$ cat src/rtl/mips_pkg.sv
// Shared encodings for the multicycle MIPS control path: opcodes, aluop codes
// (also used by alu_control_unit), datapath mux selects and FSM state codes.
package mips_pkg;

    localparam int OPCODE_W = 6;
    localparam int ALUOP_W  = 3;

    localparam logic [5:0] OP_RTYPE = 6'b000000;
    localparam logic [5:0] OP_LW    = 6'b100011;
    localparam logic [5:0] OP_SW    = 6'b101011;
    localparam logic [5:0] OP_BEQ   = 6'b000100;
    localparam logic [5:0] OP_J     = 6'b000010;
    localparam logic [5:0] OP_ADDI  = 6'b001000;
    localparam logic [5:0] OP_SLTI  = 6'b001010;

    localparam logic [2:0] ALUOP_RTYPE = 3'b000;
    localparam logic [2:0] ALUOP_SUB   = 3'b001;
    localparam logic [2:0] ALUOP_SLT   = 3'b010;
    localparam logic [2:0] ALUOP_ADD   = 3'b011;

    localparam logic [1:0] SRCB_RT      = 2'b00;
    localparam logic [1:0] SRCB_FOUR    = 2'b01;
    localparam logic [1:0] SRCB_IMM     = 2'b10;
    localparam logic [1:0] SRCB_IMM_SH2 = 2'b11;

    localparam logic [1:0] PCSRC_ALU    = 2'b00;
    localparam logic [1:0] PCSRC_ALUOUT = 2'b01;
    localparam logic [1:0] PCSRC_JUMP   = 2'b10;

    localparam logic [3:0] S_IDLE     = 4'd0;
    localparam logic [3:0] S_FETCH    = 4'd1;
    localparam logic [3:0] S_DECODE   = 4'd2;
    localparam logic [3:0] S_MEM_ADDR = 4'd3;
    localparam logic [3:0] S_MEM_RD   = 4'd4;
    localparam logic [3:0] S_MEM_WB   = 4'd5;
    localparam logic [3:0] S_MEM_WR   = 4'd6;
    localparam logic [3:0] S_R_EXEC   = 4'd7;
    localparam logic [3:0] S_R_WB     = 4'd8;
    localparam logic [3:0] S_I_EXEC   = 4'd9;
    localparam logic [3:0] S_I_WB     = 4'd10;
    localparam logic [3:0] S_BRANCH   = 4'd11;
    localparam logic [3:0] S_JUMP     = 4'd12;
    localparam logic [3:0] S_TRAP     = 4'd13;

    typedef struct packed {
        logic       pc_write;
        logic       i_or_d;
        logic       mem_read;
        logic       mem_write;
        logic       ir_write;
        logic       reg_dst;
        logic       mem_to_reg;
        logic       reg_write;
        logic       alu_src_a;
        logic [1:0] alu_src_b;
        logic [1:0] pc_source;
        logic [2:0] aluop;
        logic       instr_done;
    } ctrl_t;

endpackage

$ cat src/rtl/multicycle_main_control_if.sv
// Controller <-> datapath signal bundle. illegal_op exists only when
// ILLEGAL_OPCODE_TRAP_EN is defined.
interface multicycle_main_control_if #(
    parameter int OPCODE_W = 6,
    parameter int ALUOP_W  = 3
);
    logic [OPCODE_W-1:0] opcode;
    logic                zero;
    logic                mem_ready;
    logic                pc_write;
    logic                i_or_d;
    logic                mem_read;
    logic                mem_write;
    logic                ir_write;
    logic                reg_dst;
    logic                mem_to_reg;
    logic                reg_write;
    logic                alu_src_a;
    logic [1:0]          alu_src_b;
    logic [1:0]          pc_source;
    logic [ALUOP_W-1:0]  aluop;
    logic                instr_done;
`ifdef ILLEGAL_OPCODE_TRAP_EN
    logic                illegal_op;
`endif

    modport master (
`ifdef ILLEGAL_OPCODE_TRAP_EN
        output illegal_op,
`endif
        input  opcode, zero, mem_ready,
        output pc_write, i_or_d, mem_read, mem_write, ir_write, reg_dst,
               mem_to_reg, reg_write, alu_src_a, alu_src_b, pc_source,
               aluop, instr_done
    );

    modport slave (
`ifdef ILLEGAL_OPCODE_TRAP_EN
        input  illegal_op,
`endif
        output opcode, zero, mem_ready,
        input  pc_write, i_or_d, mem_read, mem_write, ir_write, reg_dst,
               mem_to_reg, reg_write, alu_src_a, alu_src_b, pc_source,
               aluop, instr_done
    );
endinterface

$ cat src/rtl/multicycle_main_control.sv
// Main control FSM of the multicycle MIPS datapath. Defining
// ILLEGAL_OPCODE_TRAP_EN sends unknown opcodes to a sticky TRAP state.
module multicycle_main_control (
    input  logic                       clk,
    input  logic                       rst,
    multicycle_main_control_if.master  bus
);
    import mips_pkg::*;

    logic [3:0] state_q;
    logic [3:0] state_d;
    ctrl_t      ctrl;

    always_ff @(posedge clk) begin
        if (rst) begin
            state_q <= S_IDLE;
        end else begin
            state_q <= state_d;
        end
    end

    always_comb begin
        state_d = state_q;
        case (state_q)
            S_IDLE:   state_d = S_FETCH;
            S_FETCH:  if (bus.mem_ready) state_d = S_DECODE;
            S_DECODE: begin
                case (bus.opcode)
                    OP_LW, OP_SW:     state_d = S_MEM_ADDR;
                    OP_RTYPE:         state_d = S_R_EXEC;
                    OP_ADDI, OP_SLTI: state_d = S_I_EXEC;
                    OP_BEQ:           state_d = S_BRANCH;
                    OP_J:             state_d = S_JUMP;
`ifdef ILLEGAL_OPCODE_TRAP_EN
                    default:          state_d = S_TRAP;
`else
                    default:          state_d = S_FETCH;
`endif
                endcase
            end
            S_MEM_ADDR: state_d = (bus.opcode == OP_LW) ? S_MEM_RD : S_MEM_WR;
            S_MEM_RD:   if (bus.mem_ready) state_d = S_MEM_WB;
            S_MEM_WR:   if (bus.mem_ready) state_d = S_FETCH;
            S_R_EXEC:   state_d = S_R_WB;
            S_I_EXEC:   state_d = S_I_WB;
            S_MEM_WB, S_R_WB, S_I_WB, S_BRANCH, S_JUMP: state_d = S_FETCH;
`ifdef ILLEGAL_OPCODE_TRAP_EN
            S_TRAP:     state_d = S_TRAP;
`endif
            default:    state_d = S_IDLE;
        endcase
    end

    // Outputs are a pure function of state except ir/pc_write in FETCH,
    // the MEM_WR completion pulse, the branch condition and the I-type aluop.
    always_comb begin
        ctrl = '0;
        case (state_q)
            S_FETCH: begin
                ctrl.mem_read  = 1'b1;
                ctrl.alu_src_b = SRCB_FOUR;
                ctrl.aluop     = ALUOP_ADD;
                ctrl.pc_source = PCSRC_ALU;
                ctrl.ir_write  = bus.mem_ready;
                ctrl.pc_write  = bus.mem_ready;
            end
            S_DECODE: begin
                ctrl.alu_src_b = SRCB_IMM_SH2;
                ctrl.aluop     = ALUOP_ADD;
            end
            S_MEM_ADDR: begin
                ctrl.alu_src_a = 1'b1;
                ctrl.alu_src_b = SRCB_IMM;
                ctrl.aluop     = ALUOP_ADD;
            end
            S_MEM_RD: begin
                ctrl.mem_read = 1'b1;
                ctrl.i_or_d   = 1'b1;
            end
            S_MEM_WB: begin
                ctrl.reg_write  = 1'b1;
                ctrl.mem_to_reg = 1'b1;
                ctrl.instr_done = 1'b1;
            end
            S_MEM_WR: begin
                ctrl.mem_write  = 1'b1;
                ctrl.i_or_d     = 1'b1;
                ctrl.instr_done = bus.mem_ready;
            end
            S_R_EXEC: begin
                ctrl.alu_src_a = 1'b1;
                ctrl.alu_src_b = SRCB_RT;
                ctrl.aluop     = ALUOP_RTYPE;
            end
            S_R_WB: begin
                ctrl.reg_write  = 1'b1;
                ctrl.reg_dst    = 1'b1;
                ctrl.instr_done = 1'b1;
            end
            S_I_EXEC: begin
                ctrl.alu_src_a = 1'b1;
                ctrl.alu_src_b = SRCB_IMM;
                ctrl.aluop     = (bus.opcode == OP_SLTI) ? ALUOP_SLT : ALUOP_ADD;
            end
            S_I_WB: begin
                ctrl.reg_write  = 1'b1;
                ctrl.instr_done = 1'b1;
            end
            S_BRANCH: begin
                ctrl.alu_src_a  = 1'b1;
                ctrl.alu_src_b  = SRCB_RT;
                ctrl.aluop      = ALUOP_SUB;
                ctrl.pc_source  = PCSRC_ALUOUT;
                ctrl.pc_write   = bus.zero;
                ctrl.instr_done = 1'b1;
            end
            S_JUMP: begin
                ctrl.pc_source  = PCSRC_JUMP;
                ctrl.pc_write   = 1'b1;
                ctrl.instr_done = 1'b1;
            end
            default: ctrl = '0;
        endcase
    end

    assign bus.pc_write   = ctrl.pc_write;
    assign bus.i_or_d     = ctrl.i_or_d;
    assign bus.mem_read   = ctrl.mem_read;
    assign bus.mem_write  = ctrl.mem_write;
    assign bus.ir_write   = ctrl.ir_write;
    assign bus.reg_dst    = ctrl.reg_dst;
    assign bus.mem_to_reg = ctrl.mem_to_reg;
    assign bus.reg_write  = ctrl.reg_write;
    assign bus.alu_src_a  = ctrl.alu_src_a;
    assign bus.alu_src_b  = ctrl.alu_src_b;
    assign bus.pc_source  = ctrl.pc_source;
    assign bus.aluop      = ctrl.aluop;
    assign bus.instr_done = ctrl.instr_done;
`ifdef ILLEGAL_OPCODE_TRAP_EN
    assign bus.illegal_op = (state_q == S_TRAP);
`endif

endmodule

$ cat src/flat_wrapper.sv
// flat-port wrapper written by rule: the top's interface ports become plain ports
module multicycle_main_control_flat import mips_pkg::*;
  (clk, rst, bus_opcode, bus_zero, bus_mem_ready, bus_pc_write, bus_i_or_d, bus_mem_read, bus_mem_write, bus_ir_write, bus_reg_dst, bus_mem_to_reg, bus_reg_write, bus_alu_src_a, bus_alu_src_b, bus_pc_source, bus_aluop, bus_instr_done);
  multicycle_main_control_if bus_i ();
  input  logic clk;
  input  logic rst;
  input wire logic [$bits(bus_i.opcode)-1:0] bus_opcode;
  input wire logic [$bits(bus_i.zero)-1:0] bus_zero;
  input wire logic [$bits(bus_i.mem_ready)-1:0] bus_mem_ready;
  output wire logic [$bits(bus_i.pc_write)-1:0] bus_pc_write;
  output wire logic [$bits(bus_i.i_or_d)-1:0] bus_i_or_d;
  output wire logic [$bits(bus_i.mem_read)-1:0] bus_mem_read;
  output wire logic [$bits(bus_i.mem_write)-1:0] bus_mem_write;
  output wire logic [$bits(bus_i.ir_write)-1:0] bus_ir_write;
  output wire logic [$bits(bus_i.reg_dst)-1:0] bus_reg_dst;
  output wire logic [$bits(bus_i.mem_to_reg)-1:0] bus_mem_to_reg;
  output wire logic [$bits(bus_i.reg_write)-1:0] bus_reg_write;
  output wire logic [$bits(bus_i.alu_src_a)-1:0] bus_alu_src_a;
  output wire logic [$bits(bus_i.alu_src_b)-1:0] bus_alu_src_b;
  output wire logic [$bits(bus_i.pc_source)-1:0] bus_pc_source;
  output wire logic [$bits(bus_i.aluop)-1:0] bus_aluop;
  output wire logic [$bits(bus_i.instr_done)-1:0] bus_instr_done;
  assign bus_i.opcode = bus_opcode;
  assign bus_i.zero = bus_zero;
  assign bus_i.mem_ready = bus_mem_ready;
  assign bus_pc_write = bus_i.pc_write;
  assign bus_i_or_d = bus_i.i_or_d;
  assign bus_mem_read = bus_i.mem_read;
  assign bus_mem_write = bus_i.mem_write;
  assign bus_ir_write = bus_i.ir_write;
  assign bus_reg_dst = bus_i.reg_dst;
  assign bus_mem_to_reg = bus_i.mem_to_reg;
  assign bus_reg_write = bus_i.reg_write;
  assign bus_alu_src_a = bus_i.alu_src_a;
  assign bus_alu_src_b = bus_i.alu_src_b;
  assign bus_pc_source = bus_i.pc_source;
  assign bus_aluop = bus_i.aluop;
  assign bus_instr_done = bus_i.instr_done;
  multicycle_main_control u_core (.clk(clk), .rst(rst), .bus(bus_i));
endmodule
$ cat config.mk
export PLATFORM = sky130hd
export DESIGN_NAME = multicycle_main_control_flat
export DESIGN_NICKNAME = d
export VERILOG_FILES = /design/src/rtl/mips_pkg.sv /design/src/rtl/multicycle_main_control_if.sv /design/src/rtl/multicycle_main_control.sv /design/src/flat_wrapper.sv
export SDC_FILE = /design/constraint.sdc
export NUM_CORES = 1
export LEC_CHECK = 0
export BUFFER_PORTS_ARGS = -buffer_cell sky130_fd_sc_hd__buf_2
export CAP_MARGIN = 30
export CORE_AREA = 2 2 39 41
export DETAILED_ROUTE_END_ITERATION = 7
export DIE_AREA = 0 0 41 43
export HOLD_SLACK_MARGIN = 0.03
export PLACE_DENSITY = 0.8
export SYNTH_ARGS = -nofsm -noshare
export SYNTH_HDL_FRONTEND = slang
export SYNTH_SLANG_ARGS = --single-unit
$ cat constraint.sdc
create_clock -name clk -period 3.3 [get_ports clk]
set_input_delay 0.33 -clock clk [delete_from_list [all_inputs] [get_ports clk]]
set_output_delay 0.33 -clock clk [all_outputs]
set_load 0.01 [all_outputs]
**Word level (Yosys, flattened, before mapping)**

Index checks and enable logic that the tools add are counted.

- Logic and storage cells: 55
- Output and inout port bits: 17
- Memories kept: 0
- Bits in writable memories: 0
- Input port bits: 10
- ROM bits: 0
- Latch bits: 0
- Flip-flop bits (word level): 4

- Add/sub/neg operators: 0
- $lt $le $gt $ge: 0
- Mux-type cells: 20
- Bitwise gates (word level): 0
- Divide/modulo/power cells: 0
- Shift operators: 0
- Equality and inequality tests: 21
- Multipliers: 0
- Reductions and logical operators: 13

Operator list:

| kind | number |
|---|---|
| case mux 4 bit (8 select lines) | 1 |
| equality test 4 bit (second input constant) | 5 |
| case mux 4 bit (5 select lines) | 1 |
| equality test 4 x 3 -> 1 bit (second input constant) | 4 |
| equality test 6 x 4 -> 1 bit (second input constant) | 2 |
| equality test 6 bit (second input constant) | 2 |
| 2-to-1 mux 4 bit | 3 |
| OR reduction 2 bit | 5 |
| 2-to-1 mux 1 bit | 9 |
| case mux 3 bit (3 select lines) | 1 |
| equality test 4 x 2 -> 1 bit (second input constant) | 2 |
| equality test 6 x 2 -> 1 bit (second input constant) | 1 |
| equality test 6 x 3 -> 1 bit (second input constant) | 1 |
| logical NOT 6 bit | 1 |
| inequality test 2 bit (second input constant) | 3 |
| case mux 2 bit (3 select lines) | 1 |
| OR reduction 3 bit | 2 |
| OR reduction 6 bit | 1 |
| OR reduction 5 bit | 1 |
| equality test 4 x 1 -> 1 bit (second input constant) | 1 |
| logical NOT 4 bit | 1 |
| case mux 2 bit (2 select lines) | 1 |
| OR reduction 4 bit | 1 |
| case mux 1 bit (3 select lines) | 1 |
| other kinds (3) | 3 |

**Depth between registers and ports, before layout**

- Depth in word-level cells: 4
- Mapped depth: 5
- Mapped depth without buffers: 4

**Least setup slack after synthesis**

Ideal clock, no wire load.

- Path type: reg-to-output
- From: register u_core.state_q[2]
- To: output port bus_instr_done
- Arrival time: 1.346 ns
- Stages on the path, launching flop included: 6
- Buffers on the path: 1
- Data required time: 2.970 ns
- Setup slack: 1.624 ns
- Path through: dfxtp_1 > buf_2 > inv_4 > nor3_1 > a221oi_1 > a31oi_1

- Cells in the longest elaborated chain, start to end: 3
- Elaborated cells between the ends (all ways): 8
- Those cells by class: eq/ne (6); mux (1); reduce/logical (1)

RTL lines:

| item | line | source |
|---|---|---|
| start: declaration | multicycle_main_control.sv:10 | `logic [3:0] state_q;` |
| start signal: assignment | multicycle_main_control.sv:18 | `state_q <= state_d;` |
| equality test 4 x 3 -> 1 bit / equality test 4 bit (equally long branches) | multicycle_main_control.sv:58 | `case (state_q)` |
| OR reduction 5 bit (no source line) | -- |  |
| case mux 1 bit (2 select lines) (*) | multicycle_main_control.sv:58 |  |
| end: declaration | flat_wrapper.sv:22 | `output wire logic [$bits(bus_i.instr_done)-1:0] bus_instr_done;` |

Mark *: on every way between the ends. The rest lies on a longest branch, timed or not.

**Final worst setup path**

Ends and elaborated chain as after synthesis.

==> impl.org <==
** Run status
- Status :: finished, final reports clean

** Drt
- The routed layout has 691 vias.
- Wire per inst :: 12.0 µm
- The count of nets left with antenna violations once routing finished came out at 0.
- In this run, the number of DRC markers left after iteration 0 of detailed routing was 27.
- Total DRC errors in the routed layout :: 0
- Drt pass-1 iters :: 4
- Drt via density :: 5.81
- Total routed wirelength :: 1.43 mm

** Critical path
- Critical path capture point type :: output port
- Setup crit end :: bus_instr_done
- The critical path in this run is classified as reg -> out.
- Crit-path max FO :: 19
- Launching element type of the critical path :: flop
- Beginning of the critical path :: u_core.state_q[2]
- Measured in cells, the most critical reg-to-reg path has a length of 4.
- Across all register-to-register paths, the minimum setup slack is 1670 ps.
- In this run the critical register-to-register path is launched from u_core.state_q[2].
- The endpoint identified for the worst register-to-register timing path is u_core.state_q[0].
- Data on the critical path arrives at its endpoint at 1890 ps.
- At the worst endpoint, the required time is 2970 ps.

** STA
- Final max-slew violation count :: 0
- The clock period could shrink to 2220 ps.
- In this run the tightest slew margin relative to its limit is 53.9%.
- Worst setup slack after layout :: 1080 ps
- Unrepaired setup endpoints after global routing :: no
- Highest clock rate :: 451 MHz
- Hold timing on the final database bottoms out at a slack of 335 ps.
- Ratio of final minimum period to clock period :: 67.2%
- Aggregate negative setup slack :: 0 ps
- Setup violators final :: 0
- The number of hold-slack violations in the final timing report is 0.
- For the pin with the worst max-slew slack, the measured transition is 691 ps.
- Fin Clk Skew :: 4.16 ps

** CTS
- The clock reaches the later pin of the worst-skew pair after 230 ps.
- Hold-fix buffers, CTS :: 0
- The number of setup buffers added after CTS is 0.
- Total number of H-tree levels :: 1
- Number of buffers on the longest clock path :: 2
- The root buffer cell chosen for the clock tree is sky130_fd_sc_hd__clkbuf_4.
- TritonCTS built the clock tree.
- The tree built by TritonCTS fans out to 4 sinks.
- Post-CTS resize count :: 0
- Clock slew at the register clock pins of the worst setup and hold paths :: 40 ps
- In this run, CTS created clock tree buffers numbering 3.

** Floorplanning
- Die X-Extent :: 41 µm
- After floorplanning, the core was sized to cover 1380 µm².
- For this configuration, the core starts out at a cell density of 40.7%.
- 27 I/O pins were placed.
- Die Ht :: 43 µm
- The floorplan step defined a die boundary enclosing 1760 µm².
- The floorplan has 14 rows.

** Pwr
- The analysis attributes to cell leakage a power of 0.280 nW.
- Areal power density over the cells :: 291 nW/µm²
- IR analysis of the VDD net gives a maximum drop of 162 µV.

** Finish
- Max reg flops :: 4
- Net count, final :: 115
- Area Growth Syn to Fin :: 19.3%
- Once layout is complete, the utilization of the core stands at 48.6%.
- Register with the highest flop count :: u_core.state_q
- Of the cells placed in the final design, the portion with a size suffix greater than 1 is 31.1%.
- The layout has 151 filler cells.
- The number of antenna diodes in the final layout is 0.
- The largest registers in the layout are u_core.state_q: 4 flops.

** Yosys
- After synthesis, the share of flip-flops with an asynchronous set or reset is 0%.
- The portion of synthesized area spent on multiplexers is 0%.
- By area, the combinational part of the netlist is dominated by simple AND/OR/NAND/NOR gates.
- Cell types with the largest area share after synthesis :: sky130_fd_sc_hd__dfxtp_1 (14%), sky130_fd_sc_hd__a21oi_1 (7.1%), sky130_fd_sc_hd__nor3_1 (7.1%)
- Yosys mapped the design onto 40 distinct sky130hd cell types.
- Counting flops and latches in the post-synthesis netlist gives 4.
- Summing the areas of all compound-gate instances in the mapped netlist gives 31.1% of the synthesized area.
- The synthesized netlist occupies a cell area of 563 µm².
- Synthesized netlist net count :: 94
- Synthesis produced a netlist whose cell count is 84.
- Share of synthesized cell area in full adder, half adder and majority cells :: 0%
- Summing the areas of all and, or, nand and nor instances in the mapped netlist gives 36.4% of the synthesized area.
- Area leader, netlist :: sky130_fd_sc_hd__dfxtp_1
- Xor/xnor share of the synthesized area :: 4.67%
- Fraction of the yosys area taken by sequential cells :: 14.2%
- Each instance of the synthesized netlist takes up on average 6.70 µm².
- Top-area cell type share of the netlist area :: 14.2%
- The most used flip-flop cell after synthesis is sky130_fd_sc_hd__dfxtp_1.
- In this run, synthesis inferred 0 flip-flops with an integrated enable.
- For this run, the number of Yosys warnings is 0.

** Flow run
- Max-cap viol count :: 0

** Global routing
- After global routing the overflow that remains totals 0.
- Overall routing resource usage :: 18.7%
- Pin count of the biggest net entering global routing :: 21
- Initial antenna violation count :: 0
- The number of global-route vias before repair was 497.
- The first global-routing pass estimated 2.28 mm of wire.

** Placed design
- Final HPWL from detailed placement :: 1.03 mm
- Prior to clock tree synthesis, the placed netlist has a worst setup slack of 1340 ps.
- Routability-driven placement finished with a final weighted congestion of 0.763.
- Buffers placed on the I/O ports in this run total 25.

** Hold path
- Min-Delay Path Class :: in -> reg
## critical path: stages (launching register included)
cell and delay (ps):
sky130_fd_sc_hd__dfxtp_1 730, sky130_fd_sc_hd__inv_4 130, sky130_fd_sc_hd__nor3_1 340, sky130_fd_sc_hd__a221oi_1 130, sky130_fd_sc_hd__a31oi_1 170, sky130_fd_sc_hd__buf_2 150
## cells in the mapped netlist, types with 2 or more instances
master                    instances
sky130_fd_sc_hd__a21oi_1          8
sky130_fd_sc_hd__a31oi_1          2
sky130_fd_sc_hd__buf_2            4
sky130_fd_sc_hd__buf_6            2
sky130_fd_sc_hd__dfxtp_1          4
sky130_fd_sc_hd__nand2_1          7
sky130_fd_sc_hd__nand3_1          2
sky130_fd_sc_hd__nand4_1          2
sky130_fd_sc_hd__nor2_1           7
sky130_fd_sc_hd__nor3_1           8
sky130_fd_sc_hd__nor4_1           3
sky130_fd_sc_hd__o21ai_0          5
sky130_fd_sc_hd__xnor2_1          3
## how the worst min path moves through the flow
stage	slack, ps	cells after the start	to	startpoint
after floorplan	400	1	u_core.state_q[1]	rst
after global placement	550	2	u_core.state_q[1]	rst
after detailed placement	560	2	u_core.state_q[1]	rst
after CTS	320	2	u_core.state_q[3]	rst
after global routing	330	2	u_core.state_q[1]	rst
final	340	2	u_core.state_q[3]	rst
## cell type report
cell class                 count  area (µm²)  area share (%)
clock buffer                   3        22.5            3.35
inverter                       3        13.8            2.05
multi-input combinational     68         410            61.1
sequential                     4        80.1            11.9
tap                           16        20.0            2.98
timing repair buffer          25         125            18.6
## where the power goes
| part | switching, W | internal (W) |
|---|---|---|
| Sequential | 0.0000138 | 0.0000515 |
| Combinational | 0.0000384 | 0.0000320 |
| Clock | 0.0000194 | 0.0000406 |
## cell families after synthesis
kind of cell	Yosys count
XOR/XNOR	3
AO/OA/AOI/OAI	26
flip-flops	4
AND/OR/NAND/NOR	38
buffers and inverters	12
other	1
## routing by layer
metal	vias to the layer above	share of wire (%)	track usage, %
met5	-	0	0
met3	0	7.3	4.71
met4	0	0	10.0
li1	347	-	-
met2	29	47	25.9
met1	315	45	25.4
## through the flow
| stage | instances | cell area [µm²] | power (W) |
|---|---|---|---|
| 2_1_floorplan | 84 | 563 | 0.000115 |
| 3_3_place_gp | 116 | 649 | 0.000134 |
| 3_5_place_dp | 116 | 649 | 0.000136 |
| 4_1_cts | 119 | 672 | 0.000196 |
| 5_1_grt | 119 | 672 | 0.000211 |
| 6_report | 119 | 672 | 0.000196 |
## layout by cell type (no fill, tap or decap), types with 2 or more instances in the layout
| cell | instances |
|---|---|
| sky130_fd_sc_hd__nand4_1 | 2 |
| sky130_fd_sc_hd__nand2_1 | 7 |
| sky130_fd_sc_hd__o21ai_0 | 5 |
| sky130_fd_sc_hd__nor4_1 | 3 |
| sky130_fd_sc_hd__a21oi_1 | 8 |
| sky130_fd_sc_hd__nor2_1 | 7 |
| sky130_fd_sc_hd__clkbuf_4 | 3 |
| sky130_fd_sc_hd__nand3_1 | 2 |
| sky130_fd_sc_hd__buf_2 | 25 |
| sky130_fd_sc_hd__a31oi_1 | 2 |
| sky130_fd_sc_hd__nor3_1 | 8 |
| sky130_fd_sc_hd__xnor2_1 | 3 |
| sky130_fd_sc_hd__dfxtp_1 | 4 |
(Power assumes the default switching activity.)
